$ cat src/rtl/abft_acc_sequencer.sv
// abft_acc_sequencer: feeds arraySize beats per tile into the w/x/y/z checksum
// accumulator, waits for its result and checks all four lanes against reference
// checksums within a tolerance. It also handles mid-tile bubbles, drain timeouts
// and host aborts.
module abft_acc_sequencer #(
  parameter int unsigned arraySize    = 4,
  parameter int unsigned addressWidth = 2,
  parameter int unsigned zBits        = 28,
  parameter int unsigned tileBits     = 16,
  parameter int unsigned countBits    = 16,
  parameter int unsigned tolerance    = 0,
  parameter int unsigned drainTimeout = 16
) (
  input  logic                 clk,
  input  logic                 rst,
  input  logic                 start,
  input  logic [tileBits-1:0]  num_tiles,
  input  logic                 abort,
  input  logic                 data_valid,
  output logic                 data_ready,
  output logic                 acc_valid,
  output logic                 acc_interrupt,
  input  logic                 acc_valid_out,
  input  logic [zBits-1:0]     w_acc,
  input  logic [zBits-1:0]     x_acc,
  input  logic [zBits-1:0]     y_acc,
  input  logic [zBits-1:0]     z_acc,
  input  logic [zBits-1:0]     w_ref,
  input  logic [zBits-1:0]     x_ref,
  input  logic [zBits-1:0]     y_ref,
  input  logic [zBits-1:0]     z_ref,
  output logic                 busy,
  output logic                 done,
  output logic                 aborted,
  output logic                 tile_retry,
  output logic [tileBits-1:0]  tile_idx,
  output logic [3:0]           err_lanes,
  output logic [countBits-1:0] err_count,
  output logic                 timeout
);

  localparam int unsigned TimerBits = $clog2(drainTimeout + 1);
  localparam int unsigned DiffBits  = zBits + 1;

  typedef enum logic [2:0] {IDLE, FEED, DRAIN, CHECK, DONE} state_t;

  state_t                    state;
  logic [addressWidth-1:0]   row;
  logic [TimerBits-1:0]      timer;
  logic [tileBits-1:0]       num_tiles_q;
  logic [3:0][zBits-1:0]     acc_q;
  logic [3:0][zBits-1:0]     ref_q;
  logic [3:0][DiffBits-1:0]  diff;
  logic [3:0]                mism;
  logic                      bubble;
  logic                      last_beat;
  logic                      last_tile;
  logic                      timer_end;

  // Handshake and status outputs decoded straight from the state register
  assign data_ready    = (state == FEED);
  assign acc_valid     = data_valid & data_ready;
  assign bubble        = data_ready & ~data_valid & (row != '0);
  assign tile_retry    = bubble;
  assign acc_interrupt = bubble | ((state != IDLE) & abort);
  assign busy          = (state != IDLE);
  assign done          = (state == DONE);

  assign last_beat = (row == addressWidth'(arraySize - 1));
  assign last_tile = (tile_idx == num_tiles_q - tileBits'(1));
  assign timer_end = (timer == TimerBits'(drainTimeout - 1));

  // Per-lane absolute difference, one bit wider than the operands so it never wraps
  always_comb begin
    diff = '0;
    mism = '0;
    for (int i = 0; i < 4; i++) begin
      if (acc_q[i] >= ref_q[i]) begin
        diff[i] = {1'b0, acc_q[i]} - {1'b0, ref_q[i]};
      end else begin
        diff[i] = {1'b0, ref_q[i]} - {1'b0, acc_q[i]};
      end
      mism[i] = (diff[i] > DiffBits'(tolerance));
    end
  end

  // Sequencer FSM with all registered state, flags and counters
  always_ff @(posedge clk) begin
    if (rst) begin
      state       <= IDLE;
      row         <= '0;
      timer       <= '0;
      num_tiles_q <= '0;
      tile_idx    <= '0;
      err_lanes   <= '0;
      err_count   <= '0;
      timeout     <= 1'b0;
      aborted     <= 1'b0;
      acc_q       <= '0;
      ref_q       <= '0;
    end else begin
      aborted <= 1'b0;
      if ((state != IDLE) && abort) begin
        state   <= IDLE;
        row     <= '0;
        aborted <= 1'b1;
      end else begin
        case (state)
          IDLE: begin
            if (start) begin
              num_tiles_q <= num_tiles;
              err_lanes   <= '0;
              err_count   <= '0;
              timeout     <= 1'b0;
              tile_idx    <= '0;
              row         <= '0;
              state       <= (num_tiles == '0) ? DONE : FEED;
            end
          end
          FEED: begin
            if (data_valid) begin
              if (last_beat) begin
                row   <= '0;
                timer <= '0;
                state <= DRAIN;
              end else begin
                row <= row + addressWidth'(1);
              end
            end else begin
              row <= '0;
            end
          end
          DRAIN: begin
            if (acc_valid_out) begin
              acc_q <= {z_acc, y_acc, x_acc, w_acc};
              ref_q <= {z_ref, y_ref, x_ref, w_ref};
              state <= CHECK;
            end else if (timer_end) begin
              timeout <= 1'b1;
              state   <= DONE;
            end else begin
              timer <= timer + TimerBits'(1);
            end
          end
          CHECK: begin
            err_lanes <= err_lanes | mism;
            if ((mism != '0) && (err_count != '1)) begin
              err_count <= err_count + countBits'(1);
            end
            if (last_tile) begin
              state <= DONE;
            end else begin
              tile_idx <= tile_idx + tileBits'(1);
              row      <= '0;
              state    <= FEED;
            end
          end
          DONE:    state <= IDLE;
          default: state <= IDLE;
        endcase
      end
    end
  end

endmodule

$ cat config.mk
export PLATFORM = sky130hd
export DESIGN_NAME = abft_acc_sequencer
export DESIGN_NICKNAME = d
export VERILOG_FILES = /design/src/rtl/abft_acc_sequencer.sv
export SDC_FILE = /design/constraint.sdc
export NUM_CORES = 1
export LEC_CHECK = 0
export CORE_MARGIN = 8
export CORE_UTILIZATION = 58
export CTS_BUF_LIST = sky130_fd_sc_hd__clkbuf_16
export DETAILED_ROUTE_END_ITERATION = 12
export PLACE_DENSITY = 0.82
export REMOVE_ABC_BUFFERS = 1
export SYNTH_ARGS = -nofsm -noshare
export SYNTH_HDL_FRONTEND = slang
export SYNTH_SLANG_ARGS = --single-unit
$ cat constraint.sdc
create_clock -name clk -period 4.16 [get_ports clk]
set_input_delay 0.832 -clock clk [delete_from_list [all_inputs] [get_ports clk]]
set_output_delay 0.832 -clock clk [all_outputs]
set_load 0.05 [all_outputs]
Yosys cells after proc, flatten, opt, wreduce, memory -nomap -nowiden

Index checks and enable logic that the tools add are counted.
W data, S select, Z words.

Bits in latches: 0
Register bits after elaboration: 288
Output and inout bits: 44
Bits in writable memories: 0
ROM bits: 0
Memories: 0
Bits of input ports: 246
Word-level logic and storage cells: 118

Multiply operators: 0
Bitwise gates (word level): 8
Shift-type cells: 0
Order comparisons: 8
Multiplexer cells: 34
$add $sub $neg: 13
Equal/unequal tests: 17
Reduce and logical (&&, ||, !) cells: 21
Divide/modulo/power cells: 0

Operators by type and width:

| kind                    | number |
|---|---|
| $sub A28 B28 Y29        | 8 |
| $gt A29 B1 Y1 const B   | 4 |
| $mux W29                | 4 |
| $ge A28 B28 Y1          | 4 |
| $pmux W16 S2            | 2 |
| $mux W16                | 3 |
| $add A16 B1 Y16 const B | 2 |
| $mux W3                 | 7 |
| $mux W5                 | 4 |
| $eq A16 B16 Y1          | 1 |
| $logic_not A16 Y1       | 1 |
| $ne A16 B16 Y1 const B  | 1 |
| $sub A16 B1 Y16 const B | 1 |
| $ne A2 B2 Y1 const B    | 7 |
| $pmux W3 S4             | 1 |
| $reduce_and A3 Y1       | 4 |
| $reduce_and A4 Y1       | 3 |
| $pmux W5 S2             | 1 |
| $mux W2                 | 4 |
| $pmux W4 S2             | 1 |
| $reduce_bool A2 Y1      | 4 |
| $eq A3 B2 Y1 const B    | 2 |
| $pmux W2 S3             | 1 |
| $reduce_and A6 Y1       | 1 |
| other kinds (21)        | 30 |

Depth between registers and ports, before layout

Depth in word-level cells: 7
Gate-level depth with buffers: 18
Depth with buffers taken out: 15

Worst setup path after synthesis

OpenSTA, ideal clock, no wires.

Kind: flip-flop to flip-flop
Start: register acc_q[5] (netlist name)
End: register err_count[14]
Path buffers: 2
Period minus slack after synthesis: 3.821 ns
Library setup time: 0.150 ns
Required time: 4.010 ns
Cell stages (with the launch flop): 18
Arrival: 3.671 ns
Path slack: 0.339 ns
Cells stage by stage: dfxtp_1 > inv_1 > ha_1 > buf_4 > nand2_1 > or2_2 > nand3_2 > a21oi_2 > o311ai_1 > a21oi_1 > xnor2_1 > or4_1 > a222oi_1 > nand3_1 > or2_1 > buf_6 > a41oi_1 > a31oi_1

Cells in the longest elaborated chain, start to end: 7
Elaborated cells on any way between the ends: 9
Those cells by class: add/sub: 2; order compare: 2; eq/ne: 1; mux: 1; reduce/logical: 3

Ends and longest elaborated chain:

| item                                           | RTL line | text |
|---|---|---|
| start: declaration                             | 51       | `logic [3:0][zBits-1:0] acc_q;` |
| start signal: assignment                       | 135      | `acc_q <= {z_acc, y_acc, x_acc, w_acc};` |
| $sub A28 B28 Y29, or another cell as far along | 81       | `diff[i] = {1'b0, ref_q[i]} - {1'b0, acc_q[i]};` |
| $mux W29 *                                     | 78       | `if (acc_q[i] >= ref_q[i]) begin` |
| $gt A29 B1 Y1 *                                | 83       | `mism[i] = (diff[i] > DiffBits'(tolerance));` |
| $reduce_bool A4 Y1 *                           | 147      | `if ((mism != '0) && (err_count != '1)) begin` |
| $logic_and A1 B1 Y1 *                          | 147      |  |
| $ne A2 B2 Y1 (no line) *                       | n/a      |  |
| $reduce_and A4 Y1 (no line) *                  | n/a      |  |
| end signal: assignment                         | 148      | `err_count <= err_count + countBits'(1);` |
| end: declaration                               | 38       | `output logic [countBits-1:0] err_count,` |

Every way passes the cells marked *; elsewhere a longest branch is shown, timed or not.
A chain may end at the register's enable or synchronous reset.

Worst setup path in the final report

Start: register acc_q[11] (netlist name)
End: register err_count[9]

The elaborated chain is that of the path after synthesis.

==> flow_summary.html <==
<table>
<tr><th>Metric</th><th>Value</th></tr>
<tr><th colspan="2">Logic synthesis</th></tr>
<tr><td>Post-synthesis cell area</td><td>24560 sq um</td></tr>
<tr><td>Fraction of registers with async set or reset after synthesis</td><td>0</td></tr>
<tr><td>Most frequently used flop master after synthesis</td><td>dfxtp_1</td></tr>
<tr><td>Leading cell types by count after synthesis</td><td>nand2_1 (678), a21oi_1 (553), dfxtp_1 (288)</td></tr>
<tr><td>Number of enable flip-flop cells after synthesis</td><td>0</td></tr>
<tr><td>Register area share after synthesis</td><td>0.2348</td></tr>
<tr><td>Number of distinct library cell variants in the gate-level netlist after synthesis</td><td>101</td></tr>
<tr><td>Cell accounting for the most synthesized area</td><td>dfxtp_1</td></tr>
<tr><td>Average footprint of a synthesized cell</td><td>6.946 sq um</td></tr>
<tr><td>Number of cells produced by synthesis</td><td>3536</td></tr>
<tr><td>Most common cell in the netlist</td><td>nand2_1</td></tr>
<tr><td>Area fraction of the dominant cell type after synthesis</td><td>0.2348</td></tr>
<tr><td>Synth Warn #</td><td>0</td></tr>
<tr><td>FF+latch count, synth</td><td>288</td></tr>
<tr><td>Ranking of synthesized cells by area</td><td>dfxtp_1 (23%), ha_1 (12%), a21oi_1 (11%)</td></tr>
<tr><th colspan="2">Placement</th></tr>
<tr><td>Final weighted congestion of routability-driven global placement</td><td>1.052</td></tr>
<tr><td>Placed wire-length estimate after detailed placement</td><td>62.25 mm</td></tr>
<tr><td>IO buf count</td><td>289</td></tr>
<tr><th colspan="2">Worst setup path</th></tr>
<tr><td>Arrival time worst endpoint</td><td>4.60 ns</td></tr>
<tr><td>Cell chain of the critical path</td><td>inv_1 &gt; ha_4 &gt; buf_4 &gt; nand2_1 &gt; o21ai_2 &gt; a22oi_2 &gt; nand3b_1 &gt; a31oi_1 &gt; xnor2_1 &gt; or3_1 &gt; or4_1 &gt; a222oi_1 &gt; buf_4 &gt; buf_6 &gt; nand2_4 &gt; nor3_4 &gt; buf_6 &gt; o21ai_2 &gt; a21oi_1</td></tr>
<tr><td>Worst setup path class</td><td>flop to flop</td></tr>
<tr><td>Number of buffer and inverter instances along the worst setup path</td><td>5</td></tr>
<tr><td>Worst path required time</td><td>4.65 ns</td></tr>
<tr><td>Setup crit start kind</td><td>flop</td></tr>
<tr><td>Setup crit end kind</td><td>flop</td></tr>
<tr><td>Critical-path maximum fanout</td><td>6</td></tr>
<tr><td>Crit path max-delay family</td><td>compound AO/OA/AOI/OAI gates</td></tr>
<tr><td>Longest individual stage delay on the worst path</td><td>0.48 ns</td></tr>
<tr><td>Critical path's slowest cell</td><td>a222oi_1</td></tr>
<tr><th colspan="2">Die</th></tr>
<tr><td>Core area</td><td>41850 sq um</td></tr>
<tr><td>Total I/O pin count</td><td>290</td></tr>
<tr><td>Width of the chip</td><td>221.8 um</td></tr>
<tr><td>DIE AREA</td><td>49180 sq um</td></tr>
<tr><td>Starting density of the core</td><td>0.5868</td></tr>
<tr><td>Chip Height</td><td>221.8 um</td></tr>
<tr><td>Row count</td><td>75</td></tr>
<tr><th colspan="2">Power</th></tr>
<tr><td>Clock power share</td><td>0.210</td></tr>
<tr><td>Overall Power</td><td>14770 uW</td></tr>
<tr><td>Gate power share</td><td>0.586</td></tr>
<tr><td>Internal power</td><td>8672 uW</td></tr>
<tr><td>VDD IR-drop max</td><td>0.3896 mV</td></tr>
<tr><td>Power Dens Cells</td><td>475.1 nW/um^2</td></tr>
<tr><td>Part of the power in registers</td><td>0.205</td></tr>
<tr><td>Total leakage power</td><td>0.01252 uW</td></tr>
<tr><td>Sw power</td><td>6097 uW</td></tr>
<tr><td>Switching power share of the total</td><td>0.4128</td></tr>
<tr><th colspan="2">Drt</th></tr>
<tr><td>Average wire per cell in the routed design</td><td>18.21 um</td></tr>
<tr><td>Ratio of routed vias to standard cells</td><td>6.047</td></tr>
<tr><td>DRT antenna net count</td><td>0</td></tr>
<tr><td>WL final</td><td>81.51 mm</td></tr>
<tr><td>Number of design rule violations left after detail routing</td><td>0</td></tr>
<tr><td>Detailed-route via count</td><td>27059</td></tr>
<tr><td>Detailed Routing Iterations Pass 1</td><td>7</td></tr>
<tr><td>Drt first-iter violations</td><td>3004</td></tr>
<tr><th colspan="2">Cells and area</th></tr>
<tr><td>Layout cell share with drive strength beyond 1</td><td>0.1194</td></tr>
<tr><td>Number of nets at the end of the flow</td><td>4390</td></tr>
<tr><td>Fillers</td><td>3449</td></tr>
<tr><td>Area added between synthesis and finish</td><td>26.56%</td></tr>
<tr><th colspan="2">Timing</th></tr>
<tr><td>Worst Max-Slew Pin Slew</td><td>0.9328 ns</td></tr>
<tr><td>Setup repair after global routing missed its margin</td><td>yes</td></tr>
<tr><td>Period minus WS final</td><td>4.113 ns</td></tr>
<tr><td>Sum of negative setup slack</td><td>0 ns</td></tr>
<tr><td>Clock Skews</td><td>0.02455 ns</td></tr>
<tr><td>Final hold viol count</td><td>0</td></tr>
<tr><td>Worst rel slew slack</td><td>0.3766</td></tr>
<tr><td>Maximum achievable frequency</td><td>0.2431 GHz</td></tr>
<tr><td>Final setup violation count</td><td>0</td></tr>
<tr><td>Max-slew violation total from the final report</td><td>0</td></tr>
<tr><td>Share of the clock period used by the worst path after layout</td><td>0.9887</td></tr>
<tr><th colspan="2">CTS</th></tr>
<tr><td>Clock transition at the register clock pins on the worst setup and hold paths after CTS</td><td>0.06 ns</td></tr>
<tr><td>TritonCTS clock tree</td><td>built</td></tr>
<tr><td>Clock Tree Root</td><td>clkbuf_16</td></tr>
<tr><td>Maximum buffer depth of the clock tree</td><td>3</td></tr>
<tr><td>Post-CTS Hold Buffers</td><td>0</td></tr>
<tr><td>Maximum level of the CTS H-tree</td><td>2</td></tr>
<tr><td>Clk_lat worst skew</td><td>0.56 ns</td></tr>
<tr><td>CTS sink count</td><td>288</td></tr>
<tr><td>TritonCTS buffer count</td><td>34</td></tr>
<tr><th colspan="2">Global route</th></tr>
<tr><td>Maximum number of pins on one net before global-route repair</td><td>149</td></tr>
<tr><td>Remaining Overflow, GRT</td><td>0</td></tr>
<tr><td>Via count of the first global-routing pass</td><td>24809</td></tr>
<tr><td>Wire length of the first global-routing pass</td><td>128.1 mm</td></tr>
<tr><td>Initial antenna violation count</td><td>1</td></tr>
<tr><td>GRT Overall Usage</td><td>0.3072</td></tr>
<tr><th colspan="2">Run status</th></tr>
<tr><td>Outcome</td><td>finished clean</td></tr>
<tr><th colspan="2">Flow run</th></tr>
<tr><td>MaxCap Viol Count</td><td>0</td></tr>
<tr><th colspan="2">Hold path</th></tr>
<tr><td>Class of the tightest hold or removal check</td><td>flop to flop</td></tr>
</table>
placed cells by master (no fill, tap or decap), drive strengths merged, types with 16 or more instances in the layout:
master / synthesis / final
nor4: 23 / 23
nand4: 78 / 78
a21oi: 555 / 555
o21ai: 188 / 188
nor2b: 20 / 20
clkdlybuf4s50: 0 / 288
nor2: 172 / 172
or4: 17 / 17
a21o: 43 / 43
o211ai: 31 / 31
nand2b: 21 / 21
inv: 284 / 292
or3: 28 / 28
nor3: 68 / 68
o31ai: 16 / 16
o21bai: 36 / 36
a31oi: 25 / 25
o21a: 32 / 32
buf: 52 / 245
and3: 20 / 20
ha: 231 / 231
a211oi: 29 / 29
nand3: 56 / 56
xor2: 68 / 68
dfxtp: 288 / 288
clkbuf: 142 / 37
nand2: 679 / 679
xnor2: 89 / 89
metrics by stage:
step                      utilization  cell area, sq um  hold WS [ns]  worst slack (ns)  cells
after detailed placement       0.6916             28940        0.4672           -0.1616   4375
after global routing           0.7426             31080        0.4884           -0.1427   4474
after floorplan                     -             23730        0.4420            -9.021   3342
after CTS                      0.7217             30210        0.4754          0.005158   4437
final                          0.7427             31080        0.4745           0.04715   4475
after global placement         0.6916             28940        0.4502          -0.06532   4375
kinds of logic after synthesis:
kind of cell,count (synthesis),share of synthesized area
mux,16,0.006674
simple gates,1257,0.2342
flops,288,0.2348
compound gates,1109,0.2734
buf+inv,478,0.07723
xor+xnor,157,0.05599
fa+ha+maj,231,0.1177
tightest hold or removal path, cell delays in order (launching register included):
cell and delay, ns:
dfxtp_1 0.32, nand2_1 0.06, a21oi_1 0.05
state kept, by name (all words and copies together) (netlist names):
signal	cells
aborted	1
acc_q	112
err_count	16
err_lanes	4
num_tiles_q	16
ref_q	112
row	2
state	3
tile_idx	16
timeout	1
timer	5
repair_timing:
action,in CTS,in global routing
buffers inserted,4,37
gates cloned,0,0
resized for setup,31,146
pin swaps,4,36
setup endpoints to repair,16,18
final timing paths:
| check | start | end | slack (ns) | cells after the start |
|---|---|---|---|---|
| min reg2reg | ref_q[39] | ref_q[39] | 0.47 | 2 |
| max | acc_q[11] | err_count[9] | 0.05 | 19 |
| min | ref_q[39] | ref_q[39] | 0.47 | 2 |
| max reg2reg | acc_q[11] | err_count[9] | 0.05 | 19 |
power by group through the flow:
stage / Clock [uW] / Sequential (uW) / Combinational (uW)
after global placement: 0 / 3070 / 7880
after global routing: 3260 / 3040 / 9310
after CTS: 3140 / 3020 / 8020
final: 3100 / 3020 / 8650
after floorplan: 0 / 3090 / 5360
after detailed placement: 0 / 3080 / 7860
final cells by class:
class | instances | area, sq um | area share
Multi-Input combinational cell | 2770 | 17590 | 0.5660
Sequential cell | 288 | 5773 | 0.1857
Timing Repair Buffer | 535 | 4852 | 0.1561
Inverter | 284 | 1066 | 0.03430
Clock buffer | 35 | 875.8 | 0.02818
Tap cell | 539 | 674.4 | 0.02170
Clock inverter | 23 | 246.5 | 0.007930
Antenna cell | 1 | 2.502 | 0.00008051
metal layers:
metal,share of wire,track usage,vias up,routed length (um)
met5,0.00013,0,-,11
met2,0.45,0.4997,1248,36730
li1,-,-,13097,-
met4,0.028,0.08296,2,2282
met1,0.43,0.4110,12505,35270
met3,0.088,0.06031,207,7208
No activity file was read; power rests on OpenSTA's default activity.
